File: config.mk
export PLATFORM = sky130hd
export DESIGN_NAME = instr_encoder_loader
export DESIGN_NICKNAME = d
export VERILOG_FILES = /design/src/rtl/instr_encoder_loader.sv
export SDC_FILE = /design/constraint.sdc
export NUM_CORES = 1
export LEC_CHECK = 0
export CORE_AREA = 2 2 62 88
export CTS_CLUSTER_DIAMETER = 120
export DETAILED_ROUTE_END_ITERATION = 10
export DIE_AREA = 0 0 64 90
export GPL_ROUTABILITY_DRIVEN = 0
export GPL_TIMING_DRIVEN = 0
export PLACE_DENSITY = 0.83
export SETUP_SLACK_MARGIN = 0.1
export SLEW_MARGIN = 20
export SYNTH_ARGS = -nofsm -noshare
export SYNTH_HDL_FRONTEND = slang
export SYNTH_SLANG_ARGS = --single-unit
File: constraint.sdc
create_clock -name clk -period 2.9 [get_ports clk]
set_input_delay 0.58 -clock clk [delete_from_list [all_inputs] [get_ports clk]]
set_output_delay 0.58 -clock clk [all_outputs]
set_load 0.02 [all_outputs]
File: src/rtl/instr_encoder_loader.sv
// RV32I field encoder that streams encoded words into instruction memory.
// Optional build macro LOADER_IMM_CHECK_EN: enforce a 12-bit signed immediate range for LOAD, I-ALU and STORE.
module instr_encoder_loader #(
    parameter int DEPTH  = 64,
    parameter int ADDR_W = 6
) (
    input  logic              clk,
    input  logic              reset_n,
    input  logic              start,
    input  logic              in_valid,
    output logic              in_ready,
    input  logic [2:0]        in_class,
    input  logic [4:0]        rd,
    input  logic [4:0]        rs1,
    input  logic [4:0]        rs2,
    input  logic [2:0]        funct3,
    input  logic [6:0]        funct7,
    input  logic [12:0]       imm,
    output logic              mem_we,
    output logic [ADDR_W-1:0] mem_addr,
    output logic [31:0]       mem_wdata,
    output logic [ADDR_W:0]   count,
    output logic              full,
    output logic              err,
    output logic [1:0]        dbg_state
);

    // Handshake: a field set is taken on a rising edge where in_valid && in_ready;
    // in_ready never depends on in_valid, and start blocks acceptance in its own cycle.

    typedef enum logic [1:0] {
        S_IDLE = 2'd0,
        S_LOAD = 2'd1,
        S_FULL = 2'd2,
        S_ERR  = 2'd3
    } state_t;

    localparam logic [2:0] C_R      = 3'd0;
    localparam logic [2:0] C_LOAD   = 3'd1;
    localparam logic [2:0] C_STORE  = 3'd2;
    localparam logic [2:0] C_BRANCH = 3'd3;
    localparam logic [2:0] C_IALU   = 3'd4;
    localparam logic [ADDR_W:0] DEPTH_C = (ADDR_W+1)'(DEPTH);

    state_t            state, state_nxt;
    logic [31:0]       enc;
    logic              illegal;
    logic              range_bad;
    logic              bad;
    logic              write;
    logic [ADDR_W:0]   count_inc;

`ifdef LOADER_IMM_CHECK_EN
    assign range_bad = ((in_class == C_LOAD) || (in_class == C_STORE) || (in_class == C_IALU))
                       && (imm[12] != imm[11]);
`else
    assign range_bad = 1'b0;
`endif

    always_comb begin
        enc     = '0;
        illegal = 1'b0;
        case (in_class)
            C_R:      enc = {funct7, rs2, rs1, funct3, rd, 7'b0110011};
            C_LOAD:   enc = {imm[11:0], rs1, funct3, rd, 7'b0000011};
            C_STORE:  enc = {imm[11:5], rs2, rs1, funct3, imm[4:0], 7'b0100011};
            C_BRANCH: enc = {imm[12], imm[10:5], rs2, rs1, funct3, imm[4:1], imm[11], 7'b1100011};
            C_IALU:   enc = {imm[11:0], rs1, funct3, rd, 7'b0010011};
            default:  illegal = 1'b1;
        endcase
    end

    // A misaligned branch target is refused like an illegal class.
    assign bad       = illegal || range_bad || ((in_class == C_BRANCH) && imm[0]);
    assign count_inc = count + (ADDR_W+1)'(1);
    assign full      = (state == S_FULL);
    assign err       = (state == S_ERR);
    assign dbg_state = state;

    always_comb begin
        state_nxt = state;
        write     = 1'b0;
        in_ready  = (state == S_LOAD) && !start;
        if (start) begin
            state_nxt = S_LOAD;
        end else if (in_valid && in_ready) begin
            if (bad) begin
                state_nxt = S_ERR;
            end else begin
                write = 1'b1;
                if (count_inc == DEPTH_C) state_nxt = S_FULL;
            end
        end
    end

    always_ff @(posedge clk) begin
        if (!reset_n) begin
            state     <= S_IDLE;
            mem_we    <= 1'b0;
            mem_addr  <= '0;
            mem_wdata <= '0;
            count     <= '0;
        end else begin
            state  <= state_nxt;
            mem_we <= write;
            if (write) begin
                mem_addr  <= count[ADDR_W-1:0];
                mem_wdata <= enc;
            end
            if (start)      count <= '0;
            else if (write) count <= count_inc;
        end
    end

endmodule

---- Word level (Yosys, flattened, before mapping) ----
Index checks and enable logic that the tools add are counted.
word-level totals
  register bits ........................... 48
  bits of input ports ..................... 45
  output and inout port bits .............. 51
  word-level logic and storage cells ...... 38
cells by class
  add/sub/neg operators ................... 1
  eq/ne operators ......................... 8
  multiplexer cells ....................... 9
  bitwise operators ....................... 1
  reductions and logical operators ........ 13
operator list
  operator               number
  $pmux W32 S5           1
  $add A7 B1 Y7 const B  1
  $eq A7 B7 Y1 const B   1
  $eq A3 B2 Y1 const B   2
  $mux W1                6
  $reduce_or A5 Y1       1
  $eq A2 B2 Y1 const B   2
  $mux W2                2
  $reduce_and A2 Y1      2
  $reduce_bool A2 Y1     2
  $eq A3 B1 Y1 const B   1
  $eq A3 B3 Y1 const B   1
  $logic_and A1 B1 Y1    3
  $logic_not A3 Y1       1
  $reduce_bool A3 Y1     1
  $eq A2 B1 Y1 const B   1
  $reduce_or A2 Y1       1
  $logic_not A1 Y1       1
  $logic_or A1 B1 Y1     1
  $not A1 Y1             1

---- Longest topological paths before layout ----
  depth in word-level cells ............... 7
  gate-level depth with buffers ........... 8
  gate-level depth less buffers ........... 6

---- Worst setup path before layout ----
OpenSTA, ideal clock, no wires.
  kind .................................... reg2reg
  start ................................... register count[0]
  end ..................................... register state[1] (netlist: dbg_state[1])
  setup time .............................. 0.122 ns
  arrival ................................. 1.573 ns
  required time ........................... 2.778 ns
  setup slack ............................. 1.205 ns
  cell stages (with the launch flop) ...... 7
  path buffers ............................ 0
  clock period less this slack ............ 1.695 ns
  path through ............................ dfxtp_1 ha_1 nand3_2 nor2_2 xnor2_1 nor4_2 o311a_1
between the ends
  word-level cells in the longest chain between the ends .. 4
RTL lines
  item                                 line  text
  start, declared                      22    output logic [ADDR_W:0] count,
  start signal, assigned               111   else if (write) count <= count_inc;
  $add A7 B1 Y7                        75    assign count_inc = count + (ADDR_W+1)'(1);
  $eq A7 B7 Y1                         91    if (count_inc == DEPTH_C) state_nxt = S_FULL;
  $reduce_bool A2 Y1 (no source line)  n/a
  $reduce_and A2 Y1 (no source line)   n/a
  end signal, assigned                 104   state <= state_nxt;
  end, declared                        45    state_t state, state_nxt;
No other way between the ends.
A chain may end at the register's enable or synchronous reset.

---- Worst setup path after layout ----
  start ................................... input start
  end ..................................... output in_ready
between the ends
  word-level cells in the longest chain between the ends .. 2
RTL lines
  item                 line  text
  start, declared      9     input logic start,
  $logic_not A1 Y1     83    in_ready = (state == S_LOAD) && !start;
  $logic_and A1 B1 Y1  83
  end, declared        11    output logic in_ready,
No other way between the ends.

==> flow_metrics.tcl <==
set metrics [dict create \
    result_of_the_run "finished clean" \
    critical-path-top-cell-by-count "sky130_fd_sc_hd__clkdlybuf4s50_1" \
    grt_use_met2_pct 36.6 \
    area_growth_pct 52.3 \
    initial_utilization_pct 43.2 \
    hpwlAfterDp_um 4170 \
    worstSkewPairLatency_ns 0.30 \
    power_report.internal_total_mw 1.09 \
    grt_pass1_wl_um 9110 \
    timing.hold.worst_path_depth 2 \
    switching_share_pct 22.3 \
    worstHoldEndpoint "mem_addr[3]" \
    route.antenna.remaining_nets 0 \
    placedCellCount 402 \
    grt_start_max_net_pins 15 \
    routed_wire_length_per_instance_um 13.0 \
    power.sequential.fraction_pct 45.6 \
    worst_ep_arrival_time_ns 1.88 \
    setup_viol_count_final 0 \
    die_y_um 90 \
    timing.final.hold_violations 0 \
    detail_route.drc_violations 0 \
    yosys_warnings 0 \
    vdd_drop_max_v 0.000239 \
    regToRegEndpoint "dbg_state[0]" \
    ctsHoldBuffers 0 \
    post_drt_via_cell_ratio 4.98 \
    holdCritPathClass "reg -> reg" \
    holdWs_ns 0.460 \
    cts-root-to-sink-buffers 2 \
    synth-compound-area-share_pct 20.4 \
    combinational_family_with_the_most_area_after_synthesis "simple AND/OR/NAND/NOR gates" \
    switching_power_mw 0.314 \
    crit_buf_inv 2 \
    die_area_um2 5760 \
    worst_clock_skew_ns 0.00906 \
    synth_seq_area_share_pct 41.6 \
    final_period_minus_worst_setup_slack_ns 2.46 \
    worst_r2r_path_depth 6 \
    route.final.wire_length_um 5320 \
    top_level_ports 96 \
    reg2reg_setup_slack_ns 1.19 \
    globalRoute.busiestLayer "met2" \
    timing.max_cap.violations 0 \
    finalCritPeriodShare_pct 84.7 \
    synthXorXnorAreaFrac_pct 4.86 \
    ctsHtreeMaxLevel 2 \
    synthDistinctLibCells 40 \
    synth.avg_cell_area_um2 8.87 \
    final_cell_count_no_fill 410 \
    clk_pin_slew_ns 0.08 \
    timing.rr.start "count[0]" \
    flip_flop_and_latch_count_after_synthesis 45 \
    totalNegativeSetupSlack_ns 0 \
    port-buffer-count 91 \
    cp_slowest_stage_delay_ns 0.63 \
    tritoncts.num_buffers 5 \
    layout_cells_sized_above_1_pct 9.59 \
    postLayoutCoreUtil_pct 65.8 \
    power_frac_comb_pct 15.3 \
    critical_setup_path_kind "in -> out" \
    totalPowerFinal_mw 1.41 \
    highest_delay_cell_along_the_critical_path "sky130_fd_sc_hd__clkdlybuf4s50_1" \
    root_buf_cell "sky130_fd_sc_hd__clkbuf_8" \
    nets 390 \
    timing.final.max_slew_violations 0 \
    synthCells 244 \
    grt.total_usage_pct 19.7 \
    power.density_cell_area_nw_per_um2 427 \
    grt_pass1_vias 2008 \
    use_met3_pct 5.01 \
    drt_iter0_markers 42 \
    timing.hold.worst.start "mem_addr[3]" \
    grt_antenna_before_repair 0 \
    clkPwrFrac_pct 39.1 \
    fraction_of_synthesized_area_in_multiplexers_pct 2.78 \
    die-width_um 64 \
    post_cts_buffers 0 \
    clkSinkCount 45 \
    crit_family "buffers and inverters" \
    f_max_mhz 407 \
    placementRows 31 \
    syn_area_um2 2160 \
    rsz0062_at_grt "no" \
    drt_pre_antenna_iters 4 \
    critical_path.cell_chain "clkdlybuf4s50_1 -> nor3b_1 -> clkdlybuf4s50_1" \
    synth_adder_area_share_pct 1.16 \
    globalRouteOverflowTotal 0 \
    grtUsageMet1_pct 20.8 \
    cts_resized 0 \
    leakage_power_figure_nw 1.29 \
    coreArea_um2 5000 \
    via_count 2042 \
    endpoint_kind "output port" \
    cts_tree "built" \
    critPathLaunchType "input port" \
    worstPathRequired_ns 2.32 \
    highest_net_fanout_along_the_worst_path 4 \
    antennaDiodeCount 0 \
    synthesized_area_fraction_occupied_by_and_or_nand_nor_cells_pct 21.9 \
]
[registers in the layout, summed over array words and instances, names as in the netlist]
name,flops
mem_wdata,29
dbg_state,2
count,7
mem_we,1
mem_addr,6
[metal layers]
layer,part of all wire [%],vias up
met5,0,-
met4,1.8,0
met3,6.4,11
met2,53,67
met1,39,934
li1,-,1030
[synth_stat cells (all sizes together)]
cell type,instances,area (um2)
or2,1,6.26
o211ai,4,30.0
dfxtp,45,901
xnor2,8,70.1
o211a,11,110
mux2i,6,60.1
and2,2,12.5
nor4,1,12.5
o21a,1,7.51
nand3,10,65.1
a21oi,5,25.0
and3,1,6.26
inv,2,7.51
a311o,1,10.0
nor3,2,15.0
a221oi,5,43.8
buf,14,125
xor2,4,35.0
and4bb,1,12.5
nor2b,3,18.8
nor2,19,76.3
nor3b,6,45.0
ha,2,25.0
o21ai,10,53.8
conb,1,3.75
clkbuf,6,22.5
a21boi,17,128
nand4,1,6.26
nand2,51,196
a211oi,3,22.5
o311a,1,10.0
[placed cells by master, fill, tap and decap left out, types with 3 or more instances in the layout]
cell type / n
sky130_fd_sc_hd__nor2b_1: 3
sky130_fd_sc_hd__o211a_1: 11
sky130_fd_sc_hd__clkbuf_8: 5
sky130_fd_sc_hd__buf_4: 6
sky130_fd_sc_hd__a221oi_1: 5
sky130_fd_sc_hd__dfxtp_1: 45
sky130_fd_sc_hd__xor2_1: 4
sky130_fd_sc_hd__buf_2: 3
sky130_fd_sc_hd__a21oi_1: 5
sky130_fd_sc_hd__a211oi_1: 3
sky130_fd_sc_hd__nand3_1: 7
sky130_fd_sc_hd__a21boi_0: 15
sky130_fd_sc_hd__xnor2_1: 8
sky130_fd_sc_hd__buf_6: 4
sky130_fd_sc_hd__nand3_2: 3
sky130_fd_sc_hd__clkbuf_1: 6
sky130_fd_sc_hd__nand2_1: 49
sky130_fd_sc_hd__nor3b_1: 6
sky130_fd_sc_hd__clkdlybuf4s50_1: 91
sky130_fd_sc_hd__o211ai_1: 4
sky130_fd_sc_hd__o21ai_0: 9
sky130_fd_sc_hd__nor2_1: 17
sky130_fd_sc_hd__mux2i_1: 6
[worst reg2reg max path: cells and delay by family, from the launching register on]
kind / cells / cell delay [ns]
AOI/OAI and AO/OA: 1 / 0.15
xor gates and xnor gates: 1 / 0.08
adders and majority gates: 1 / 0.29
DFF: 1 / 0.48
and+or+nand+nor: 3 / 0.60
[kinds of logic after synthesis]
group,count (synthesis)
compound gates,58
xor+xnor,12
fa+ha+maj,2
buf+inv,22
flops,45
mux,6
other cells,1
simple gates,98
[power groups by stage]
| stage | logic, mW | clock network, mW | registers (mW) |
|---|---|---|---|
| after floorplan | 0.0846 | 0 | 0.675 |
| after global placement | 0.214 | 0 | 0.656 |
| after detailed placement | 0.217 | 0 | 0.657 |
| after CTS | 0.218 | 0.562 | 0.642 |
| after global routing | 0.234 | 0.590 | 0.645 |
| final | 0.216 | 0.551 | 0.642 |
[worst max-delay path by stage]
| stage | depth (start not counted) | endpoint | from |
|---|---|---|---|
| finish | 3 | in_ready | start |
| global route | 3 | in_ready | start |
| CTS | 3 | in_ready | start |
| detailed placement | 3 | in_ready | start |
| global placement | 3 | in_ready | start |
| floorplan | 6 | dbg_state[1] | count[0] |
[layout make-up]
type | count | area (um2)
repair buffers | 91 | 911
well taps | 66 | 82.6
inverters | 2 | 7.51
plain buffers | 20 | 148
clock inverters | 3 | 65.1
multi-input cells | 178 | 1110
fillers | 407 | 1710
clock buffers | 5 | 68.8
flip-flops and latches | 45 | 901
[through the flow]
step	cell area [um2]	setup WS (ns)
after floorplan	2170	1.21
after global placement	3160	0.453
after detailed placement	3160	0.433
after CTS	3290	0.432
after global routing	3290	0.379
final	3290	0.445
Note: power is estimated with default switching activity, not from simulation.
